## src/rtl/branch_target_buffer.sv

```systemverilog
// rtl/branch_target_buffer.sv - direct-mapped branch target buffer with 2-bit saturating direction counters
module branch_target_buffer #(
    parameter int ENTRIES = 16,
    parameter int IDX_W   = $clog2(ENTRIES)
) (
    input  logic        clk,
    input  logic        rst,
    input  logic [31:0] pc,
    input  logic        update_en,
    input  logic [31:0] update_pc,
    input  logic [31:0] update_target,
    input  logic        update_taken,
    input  logic        update_is_jump,
    output logic [31:0] btb_target_pc,
    output logic        btb_pc_valid,
    output logic        btb_pc_predictTaken
);

    localparam int TAG_W = 32 - IDX_W - 2;

    localparam logic [1:0] CTR_SNT = 2'b00;
    localparam logic [1:0] CTR_WNT = 2'b01;
    localparam logic [1:0] CTR_WT  = 2'b10;
    localparam logic [1:0] CTR_ST  = 2'b11;

    logic [ENTRIES-1:0] valid_q;
    logic [TAG_W-1:0]   tag_q    [ENTRIES];
    logic [31:0]        target_q [ENTRIES];
    logic [1:0]         ctr_q    [ENTRIES];

    logic [IDX_W-1:0] rd_idx;
    logic [TAG_W-1:0] rd_tag;
    logic             rd_hit;

    logic [IDX_W-1:0] up_idx;
    logic [TAG_W-1:0] up_tag;
    logic             up_hit;

    logic             wr_en_d;
    logic [31:0]      wr_target_d;
    logic [1:0]       wr_ctr_d;

    // Byte offset within the instruction word never participates in index or tag.
    logic unused_bits;
    assign unused_bits = ^{pc[1:0], update_pc[1:0]};

    assign rd_idx = pc[IDX_W+1:2];
    assign rd_tag = pc[31:IDX_W+2];
    assign rd_hit = valid_q[rd_idx] && (tag_q[rd_idx] == rd_tag);

    always_comb begin
        btb_pc_valid        = 1'b0;
        btb_target_pc       = 32'h0;
        btb_pc_predictTaken = 1'b0;
        if (rd_hit) begin
            btb_pc_valid        = 1'b1;
            btb_target_pc       = target_q[rd_idx];
            btb_pc_predictTaken = ctr_q[rd_idx][1];
        end
    end

    assign up_idx = update_pc[IDX_W+1:2];
    assign up_tag = update_pc[31:IDX_W+2];
    assign up_hit = valid_q[up_idx] && (tag_q[up_idx] == up_tag);

    always_comb begin
        wr_en_d     = 1'b0;
        wr_target_d = target_q[up_idx];
        wr_ctr_d    = ctr_q[up_idx];
        if (update_en) begin
            if (up_hit) begin
                wr_en_d = 1'b1;
                if (update_is_jump) begin
                    wr_ctr_d    = CTR_ST;
                    wr_target_d = update_target;
                end else if (update_taken) begin
                    wr_ctr_d    = (ctr_q[up_idx] == CTR_ST) ? CTR_ST : ctr_q[up_idx] + 2'b01;
                    wr_target_d = update_target;
                end else begin
                    wr_ctr_d    = (ctr_q[up_idx] == CTR_SNT) ? CTR_SNT : ctr_q[up_idx] - 2'b01;
                end
            end else if (update_taken || update_is_jump) begin
                // Allocation replaces whatever aliased into this slot.
                wr_en_d     = 1'b1;
                wr_target_d = update_target;
                wr_ctr_d    = update_is_jump ? CTR_ST : CTR_WT;
            end
        end
    end

    always_ff @(posedge clk) begin
        if (rst) begin
            valid_q <= '0;
            for (int i = 0; i < ENTRIES; i++) begin
                ctr_q[i] <= CTR_WNT;
            end
        end else if (wr_en_d) begin
            valid_q[up_idx]  <= 1'b1;
            tag_q[up_idx]    <= up_tag;
            target_q[up_idx] <= wr_target_d;
            ctr_q[up_idx]    <= wr_ctr_d;
        end
    end

endmodule
```

## config.mk

```make
export PLATFORM = sky130hd
export DESIGN_NAME = branch_target_buffer
export DESIGN_NICKNAME = d
export VERILOG_FILES = /design/src/rtl/branch_target_buffer.sv
export SDC_FILE = /design/constraint.sdc
export NUM_CORES = 1
export LEC_CHECK = 0
export ABC_CLOCK_PERIOD_IN_PS = 10160
export BUFFER_PORTS_ARGS = -buffer_cell sky130_fd_sc_hd__buf_2
export CAP_MARGIN = 20
export CORE_MARGIN = 3
export CORE_UTILIZATION = 60
export DETAILED_ROUTE_END_ITERATION = 12
export PLACE_DENSITY = 0.78
export SYNTH_ARGS = -nofsm -noshare
export SYNTH_HDL_FRONTEND = slang
export SYNTH_SLANG_ARGS = --single-unit
```

## constraint.sdc

```tcl
create_clock -name clk -period 10.16 [get_ports clk]
set_clock_uncertainty 0.05 [all_clocks]
set_input_delay 2.032 -clock clk [delete_from_list [all_inputs] [get_ports clk]]
set_output_delay 2.032 -clock clk [all_outputs]
set_load 0.02 [all_outputs]
```

=== Word level (Yosys, flattened, before mapping) ===
Memories as Yosys holds them, arrays and structs flattened.
Cells that the tools add are included.

* $add $sub $neg: 2
* Order comparisons: 3
* Eq/ne operators: 6
* Mux-type cells: 33
* Bitwise operators: 1
* Reduce and logical (&&, ||, !) cells: 7

{| class="wikitable"
|+ Operators by type and width
! kind !! number
|-
| $mux 32 || 6
|-
| $eq 26x26->1 || 2
|-
| $mux 2 || 8
|-
| $or 16x16->16 || 1
|-
| $mux 1 || 15
|-
| $lt 4x5->1 const B || 2
|-
| $bmux 1 s4 || 2
|-
| $demux 1 s4 || 1
|-
| $ge 4x1->1 const B || 1
|-
| $mux 4 || 1
|-
| $ne 4x4->1 const B || 1
|-
| $reduce_and 4->1 || 1
|-
| $logic_and 1x1->1 || 3
|-
| $ne 3x3->1 const B || 1
|-
| $add 2x1->2 const B || 1
|-
| $eq 2x2->1 const B || 1
|-
| $logic_not 2->1 || 1
|-
| $reduce_or 2->1 || 1
|-
| $sub 2x1->2 const B || 1
|-
| $logic_or 1x1->1 || 1
|-
| $ne 1x1->1 const B || 1
|}

* Register bits after elaboration: 16
* Memory bits (writable): 960
* Input bits: 101
* Output and inout bits: 34
* Logic and storage cells: 56
* Memories: 3

{| class="wikitable"
|+ Memory list
! name !! depth !! bits a word !! read ports !! clocked after Yosys merged registers in !! write ports !! line !! RTL
|-
| target_q || 16 || 32 || 1 || 0 || 1 || 28 || <nowiki>logic [31:0] target_q [ENTRIES];</nowiki>
|-
| tag_q || 16 || 26 || 2 || 0 || 1 || 27 || <nowiki>logic [TAG_W-1:0] tag_q [ENTRIES];</nowiki>
|-
| ctr_q || 16 || 2 || 2 || 0 || 16 || 29 || <nowiki>logic [1:0] ctr_q [ENTRIES];</nowiki>
|}

=== Depth between registers and ports, before layout ===
Gate-level depths: netlist of run 1.

* Depth in word-level cells: 10
* Depth in mapped cells: 15
* Gate-level depth less buffers: 9

=== Worst setup path after synthesis of run 1 ===
No wires, ideal clock.

* Path type: input -> register
* From: input port update_pc[3]
* To: memory target_q[10][0] (enable)
* Setup time: 0.502 ns
* Data arrival time: 7.459 ns
* Data required time: 9.608 ns
* Slack: 2.150 ns
* Stages on the path: 11
* Buffers on the path: 3
* Cell sequence: buf_6 > buf_6 > mux4_2 > mux2i_1 > nor2_1 > o41ai_2 > o211ai_1 > nor4_4 > a21oi_4 > buf_2 > nor4_1

* Cells in the longest elaborated chain, start to end: 9
* Elaborated cells on any way between the ends: 13
* Those cells by class: eq/ne: 3; mux: 7; reduce/logical: 2; memory: 1

{| class="wikitable"
|+ Ends and longest elaborated chain
! what !! line !! RTL
|-
| start: declaration || 10 || <nowiki>input logic [31:0] update_pc,</nowiki>
|-
| $mem_v2 16x26 / $bmux 1 s4 (equally long branches) || - ||
|-
| $eq 26x26->1 / $mux 1 (equally long branches) || 64 || <nowiki>assign up_hit = valid_q[up_idx] && (tag_q[up_idx] == up_tag);</nowiki>
|-
| $logic_and 1x1->1 || 64 ||
|-
| $mux 1 || 71 || <nowiki>if (up_hit) begin</nowiki>
|-
| $mux 1 || 70 || <nowiki>if (update_en) begin</nowiki>
|-
| $mux 1 || 97 || <nowiki>end else if (wr_en_d) begin</nowiki>
|-
| $mux 1 || 92 || <nowiki>if (rst) begin</nowiki>
|-
| $mux 1 (not written as such) || 100 || <nowiki>target_q[up_idx] <= wr_target_d;</nowiki>
|-
| $reduce_and 4->1 (no line) || - ||
|-
| end: declaration || 28 ||
|}

Several ways; a longest one is shown, not always the timed one. The select of a mux whose other input is x is not followed.

=== Final worst setup path of run 1 ===
* From: input port pc[2]
* To: output port btb_target_pc[1]

* Cells in the longest elaborated chain, start to end: 4
* Elaborated cells on any way between the ends: 7
* Those cells by class: eq/ne: 1; mux: 3; reduce/logical: 1; memory: 2

{| class="wikitable"
|+ Ends and longest elaborated chain
! what !! line !! RTL
|-
| start: declaration || 8 || <nowiki>input logic [31:0] pc,</nowiki>
|-
| $mem_v2 16x26 / $bmux 1 s4 (equally long branches) || - ||
|-
| $eq 26x26->1 / $mux 1 (equally long branches) || 49 || <nowiki>assign rd_hit = valid_q[rd_idx] && (tag_q[rd_idx] == rd_tag);</nowiki>
|-
| $logic_and 1x1->1 || 49 ||
|-
| $mux 32 (*) || 55 || <nowiki>if (rd_hit) begin</nowiki>
|-
| end: declaration || 14 || <nowiki>output logic [31:0] btb_target_pc,</nowiki>
|}

Mark *: on every way between the ends. The rest lies on a longest branch, timed or not. The select of a mux whose other input is x is not followed.

==> results of run 1 <==
## cells by family after synthesis
kind of cell	after synthesis
multiplexers	470
XOR/XNOR	58
flip-flops	976
buffers and inverters	140
adder cells (fa/ha/maj)	1
AND/OR/NAND/NOR	195
AO/OA/AOI/OAI	89
## worst register-to-register path: stages, from the launching register on
cell and delay (ps):
edfxtp_1 420, mux4_2 480, mux4_2 490, xnor2_1 620, nand4_1 490, nor4_4 590
a21oi_4 100, buf_4 320, nor3_4 1000, buf_4 380, or2_1 170
## state kept, by name, indices dropped and copies added, names as in the netlist
register	count
ctr_q	32
valid_q	16
tag_q	416
target_q	512
## power by group through the flow
| stage | clock network (W) | registers (W) | logic [W] |
|---|---|---|---|
| 3_3_place_gp | 0 | 0.00456 | 0.000545 |
| 5_1_grt | 0.00368 | 0.00448 | 0.000599 |
| 6_report | 0.00348 | 0.00448 | 0.000566 |
| 4_1_cts | 0.00351 | 0.00448 | 0.000564 |
| 2_1_floorplan | 0 | 0.00456 | 0.000374 |
| 3_5_place_dp | 0 | 0.00456 | 0.000558 |
## layout make-up
type,instances,area (sq um),share of cell area (%)
sequential,976,29100,62.1
tap,931,1160,2.48
inverter,16,60.1,0.128
clock inverter,57,572,1.22
clock buffer,116,2500,5.32
timing repair buffer,191,1190,2.53
multi-input combinational,813,12300,26.2
antenna,6,15.0,0.0320
## metal layers
layer,up-vias,wire length (um),GRT usage (%)
li1,8637,-,-
met1,11400,37100,39.2
met2,1488,51100,45.9
met3,223,11800,7.22
met4,8,3470,9.99
met5,-,49,0
## per-stage QoR
stage	setup WS (ps)	std cells	cell area [sq um]
after global routing	1690	3103	47000
after global placement	1970	2926	43900
after detailed placement	1910	2927	43900
after CTS	1870	3100	46900
after floorplan	2150	1929	42000
final	1960	3106	47000
## path summary, 6_finish.rpt
| check | startpoint | to |
|---|---|---|
| max | pc[2] | btb_target_pc[1] |
| min reg2reg | valid_q[14] | valid_q[14] |
| max reg2reg | tag_q[1][7] | ctr_q[9][1] |
| min | valid_q[14] | valid_q[14] |
## cell usage in the layout, fill, tap and decap left out, types with 7 or more instances in the layout
cell type / Yosys / routed
nand4_1: 11 / 11
nand3_1: 9 / 9
a22oi_1: 12 / 12
mux4_2: 401 / 401
o22ai_1: 11 / 11
dfxtp_1: 16 / 16
nor3_2: 11 / 10
bufinv_16: 0 / 8
mux2_2: 17 / 17
mux2i_1: 52 / 52
nor2_1: 8 / 8
clkbuf_1: 54 / 18
edfxtp_1: 960 / 960
buf_4: 9 / 60
nor2b_1: 44 / 43
a21o_1: 18 / 18
clkinv_1: 0 / 22
clkbuf_16: 0 / 96
xor2_1: 21 / 21
nor4_4: 8 / 8
inv_1: 14 / 14
nor3_1: 19 / 12
o21ai_0: 11 / 11
clkinv_2: 0 / 16
nand2_1: 39 / 39
nor4_1: 19 / 13
buf_2: 33 / 123
or2_1: 7 / 7
nor3_4: 3 / 11
xnor2_1: 37 / 37
==> results.sh, run 1 <==
export IMPL_status="finished clean"
export IMPL_synth_cell_types=56
export IMPL_worstPathRequired_ps=8080
export IMPL_rows=96
export IMPL_grt_pass1_vias=22700
export IMPL_power_w=0.00852
export IMPL_cp_data_arrival_time_ps=6120
export IMPL_syn_area_per_cell_sq_um=21.8
export IMPL_tns_ps=0
export IMPL_intPower_w=0.00668
export IMPL_comb_power_share_pct=6.6
export IMPL_cts_htree_levels=3
export IMPL_synthesis_area_sq_mm=0.0420
export IMPL_finalCritPeriodShare_pct=80.7
export IMPL_clock_root_buffer="clkbuf_16"
export IMPL_worstSetupEndpointType="output pin"
export IMPL_r2r_slack_ps=4780
export IMPL_drc=0
export IMPL_nNetsFinal=2195
export IMPL_maxCapViolations=0
export IMPL_cts_buffers=96
export IMPL_worst_slew_pin_slew_ps=1160
export IMPL_cts_setup_buffers=0
export IMPL_cts_path_max_buffers=3
export IMPL_worst_path_stages=10
export IMPL_synth_top_family_by_area="multiplexers"
export IMPL_antenna_left=0
export IMPL_hpwlAfterDp_um=56000
export IMPL_clock_sinks=976
export IMPL_hold_class="reg2reg"
export IMPL_ys_warnings_count=0
export IMPL_initialDrtViolationCount=2827
export IMPL_whs_ps=432
export IMPL_synth_ff_type="edfxtp_1"
export IMPL_drt_wl_total_um=104000
export IMPL_finalSetupViolCount=0
export IMPL_startpoint_type="input port"
export IMPL_max_slew_margin_pct=22.7
export IMPL_postSynth_asyncResetShare_pct=0
export IMPL_netSwitchingPower_w=0.00185
export IMPL_start_util_pct=60.9
export IMPL_grt_overflow=0
export IMPL_power_density_mw_per_mm2=182
export IMPL_synthAdderAreaFrac_pct=0.0268
export IMPL_rr_worst_depth=10
export IMPL_synth_xor_area_share_pct=1.21
export IMPL_yosysMostFrequentCell="edfxtp_1"
export IMPL_die_h_um=271
export IMPL_synth_mux_area_share_pct=23.2
export IMPL_slew_viol_final=0
export IMPL_yosys_top_cells_count="960 x edfxtp_1, 401 x mux4_2, 54 x clkbuf_1, 52 x mux2i_1, 44 x nor2b_1"
export IMPL_hold_viol=0
export IMPL_vdd_drop_max_mv=0.146
export IMPL_cts_clk_slew_worst_paths_ps=60
export IMPL_yosys_register_bits=976
export IMPL_routabilityCongestion=0.837
export IMPL_worst_setup_path_type="in2out"
export IMPL_final_core_util_pct=68.1
export IMPL_grt_setup_unrepaired="false"
export IMPL_post_drt_wl_per_cell_um=33.3
export IMPL_drt_pass1_iterations=5
export IMPL_netlist_area_leader_share_pct=68.6
export IMPL_p_leak_nw=15.0
export IMPL_p_clk_share_pct=40.8
export IMPL_cp_top_family="buffers and inverters"
export IMPL_cts_resized=0
export IMPL_yosysSeqAreaShare_pct=69.4
export IMPL_cpPeakStageDelay_ps=870
export IMPL_grt_max_degree=76
export IMPL_fillers=4203
export IMPL_grt_pass1_wl_um=152000
export IMPL_num_vias=21700
export IMPL_p_sw_share_pct=21.7
export IMPL_fin_crit_ps=8200
export IMPL_syn_instance_count=1929
export IMPL_p_seq_share_pct=52.6
export IMPL_cp_cell_sequence="buf_8 -> buf_4 -> mux4_2 -> mux4_2 -> nand4_1 -> nor2_1 -> nand4_1 -> buf_4 -> nor2b_1 -> buf_2"
export IMPL_cts_hold_fix_buffers=0
export IMPL_syn_nets=2030
export IMPL_crit_fanout=74
export IMPL_drive_above_1_share_pct=36.4
export IMPL_synth_compound_area_share_pct=1.54
export IMPL_grt_usage_pct=28.7
export IMPL_synth_edf_count=960
export IMPL_crit_slowest_cell="buf_4"
export IMPL_fmax_mhz=122
export IMPL_synthSimpleGateAreaFrac_pct=3.02
export IMPL_hold_depth=1
export IMPL_synthTopCellsByArea="edfxtp_1 69%, mux4_2 21%, mux2i_1 1.2%"
export IMPL_port_buffers=130
export IMPL_clock_latency_ps=660
export IMPL_path_buf_inv=4
export IMPL_viasPerCell=6.99
export IMPL_core_area_sq_mm=0.0689
export IMPL_die_area_sq_mm=0.0732
export IMPL_die_w_um=271
export IMPL_antenna_found_initial=10
export IMPL_yosysTopAreaCell="edfxtp_1"
export IMPL_ios=135
export IMPL_cts_tree="yes"
export IMPL_areaGrowthSynthToFinish_pct=11.8
Note: power is estimated with default switching activity, not from simulation.
==> run 2: changes to the inputs <==
ABC_CLOCK_PERIOD_IN_PS = 7900   (was 10160)
clock period = 7.9 ns   (was 10.16 ns; I/O delays follow)
==> run 2 against run 1 <==
Effect of this change: first-iteration DRC count is 8.1% higher; design area is 0.83% higher; register-to-register slack worse by 1900 ps; non-clock buffer count is 5 higher; critical path depth is 2 higher; via count is 1.2% higher; wire length is 1.1% higher; sequential power is 29% higher; sequential share of layout area is 0.51 points lower; utilization is 0.57 points higher; worst setup slack worse by 850 ps; critical path type unchanged; critical endpoint is now btb_target_pc[6].
==> results.sh, run 2 (same netlist as run 1, synthesis figures left out) <==
export IMPL_max_slew_margin_pct=26.4
export IMPL_mostFrequentLayoutCells="960 x edfxtp_1, 401 x mux4_2, 123 x buf_2, 99 x clkbuf_16, 52 x mux2i_1"
export IMPL_hold_class="reg2reg"
export IMPL_cpPeakStageDelay_ps=560
export IMPL_routabilityCongestion=0.849
export IMPL_hold_viol=0
export IMPL_antenna_found_initial=10
export IMPL_crit_slowest_cell="mux4_2"
export IMPL_clock_latency_ps=670
export IMPL_slew_viol_final=0
export IMPL_startpoint_type="input port"
export IMPL_cts_tree="yes"
export IMPL_die_area_sq_mm=0.0732
export IMPL_place_area_sq_mm=0.0442
export IMPL_maxCapViolations=0
export IMPL_antenna_left=0
export IMPL_seq_area_sq_mm=0.0291
export IMPL_viasPerCell=7.06
export IMPL_die_h_um=271
export IMPL_status="finished clean"
export IMPL_tns_ps=0
export IMPL_crit_fanout=38
export IMPL_areaGrowthSynthToFinish_pct=12.7
export IMPL_worstPathRequired_ps=6270
export IMPL_worst_setup_path_type="in2out"
export IMPL_cts_buffers=99
export IMPL_regMostFlops="target_q"
export IMPL_grt_max_degree=78
export IMPL_path_buf_inv=5
export IMPL_reg_top3="target_q: 512 flops, tag_q: 416 flops, ctr_q: 32 flops"
export IMPL_cts_setup_buffers=0
export IMPL_cts_htree_levels=3
export IMPL_cts_hold_fix_buffers=0
export IMPL_fin_crit_ps=6790
export IMPL_nNetsFinal=2203
export IMPL_drive_above_1_share_pct=36.6
export IMPL_die_w_um=271
export IMPL_rows=96
export IMPL_core_area_sq_mm=0.0689
export IMPL_finalSetupViolCount=0
export IMPL_fillers=4151
export IMPL_cp_top_family="buffers and inverters"
export IMPL_fmax_mhz=147
export IMPL_cts_clk_slew_worst_paths_ps=60
export IMPL_power_density_mw_per_mm2=232
export IMPL_fin_area_sq_mm=0.0474
export IMPL_cts_path_max_buffers=3
export IMPL_grt_pass1_vias=23200
export IMPL_start_util_pct=60.9
export IMPL_worst_slew_pin_slew_ps=1100
export IMPL_drt_pass1_iterations=8
export IMPL_largest_reg_flops=512
export IMPL_initialDrtViolationCount=3056
export IMPL_clock_root_buffer="clkbuf_16"
export IMPL_drc=0
export IMPL_vdd_drop_max_mv=0.175
export IMPL_drt_wl_total_um=105000
export IMPL_cp_data_arrival_time_ps=5160
export IMPL_grt_usage_pct=29.2
export IMPL_p_leak_nw=15.2
export IMPL_worstSetupEndpointType="output pin"
export IMPL_cp_cell_sequence="buf_8 -> buf_12 -> buf_12 -> mux4_2 -> mux4_2 -> xnor2_1 -> nand4_1 -> nor2_1 -> nand4_1 -> buf_4 -> nor2b_1 -> buf_2"
export IMPL_grt_pass1_wl_um=156000
export IMPL_cts_resized=0
export IMPL_clock_sinks=976
export IMPL_multi_input_area_sq_mm=0.0123
export IMPL_port_buffers=130
export IMPL_num_vias=22000
export IMPL_ios=135
export IMPL_post_drt_wl_per_cell_um=33.6
export IMPL_grt_overflow=0
export IMPL_r2r_slack_ps=2890
export IMPL_layout_commonest_cell="edfxtp_1"
export IMPL_hpwlAfterDp_um=56600
export IMPL_finalCritPeriodShare_pct=85.9
export IMPL_grt_setup_unrepaired="false"
export IMPL_whs_ps=437
==> run 2: path summary, 6_finish.rpt <==
| check | from | endpoint | cells after the start |
|---|---|---|---|
| worst min-delay path | valid_q[14] | valid_q[14] | 1 |
| worst min register to register | valid_q[14] | valid_q[14] | 1 |
| worst max-delay path | pc[2] | btb_target_pc[6] | 12 |
| worst max register to register | tag_q[2][7] | target_q[7][22] | 9 |
==> run 2: worst register-to-register path: stages, from the launching register on <==
cell      delay (ps)
edfxtp_1         400
mux4_2           480
mux4_2           490
xnor2_1          640
nand4_1          510
nor4_4           560
a21oi_4          320
or2_1            570
nor3_4           330
buf_12           310
==> run 2: per-layer routing <==
layer	track usage (%)	part of all wire (%)	wire, um
met1	40.9	36	38100
met2	46.9	50	52300
met3	6.46	11	11500
met4	8.97	2.6	2760
met5	0	0.041	43
==> run 2: area by class of cell <==
type                       count  share of cell area (%)
clock buffer                 117                    5.37
inverter                      16                   0.127
timing repair buffer         196                    3.22
clock inverter                60                    1.22
multi-input combinational    813                    26.0
tap                          931                    2.46
antenna                        7                  0.0370
sequential                   976                    61.6
==> run 2: where the power goes <==
part / internal, W / total (W) / switching (W) / leakage [nW]
clock network: 0.00254 / 0.00450 / 0.00196 / 1.52
logic: 0.000323 / 0.000737 / 0.000413 / 4.82
registers: 0.00574 / 0.00576 / 0.0000219 / 8.81
==> run 2: through the flow <==
step / utilization, % / setup WS [ps] / power, W / instances
CTS: 68.7 / 1030 / 0.0111 / 3109
global placement: 64.1 / 1140 / 0.00657 / 2932
global route: 68.7 / 837 / 0.0113 / 3114
finish: 68.7 / 1110 / 0.0110 / 3116
floorplan: - / 342 / 0.00635 / 1929
detailed placement: 64.1 / 1070 / 0.00660 / 2932
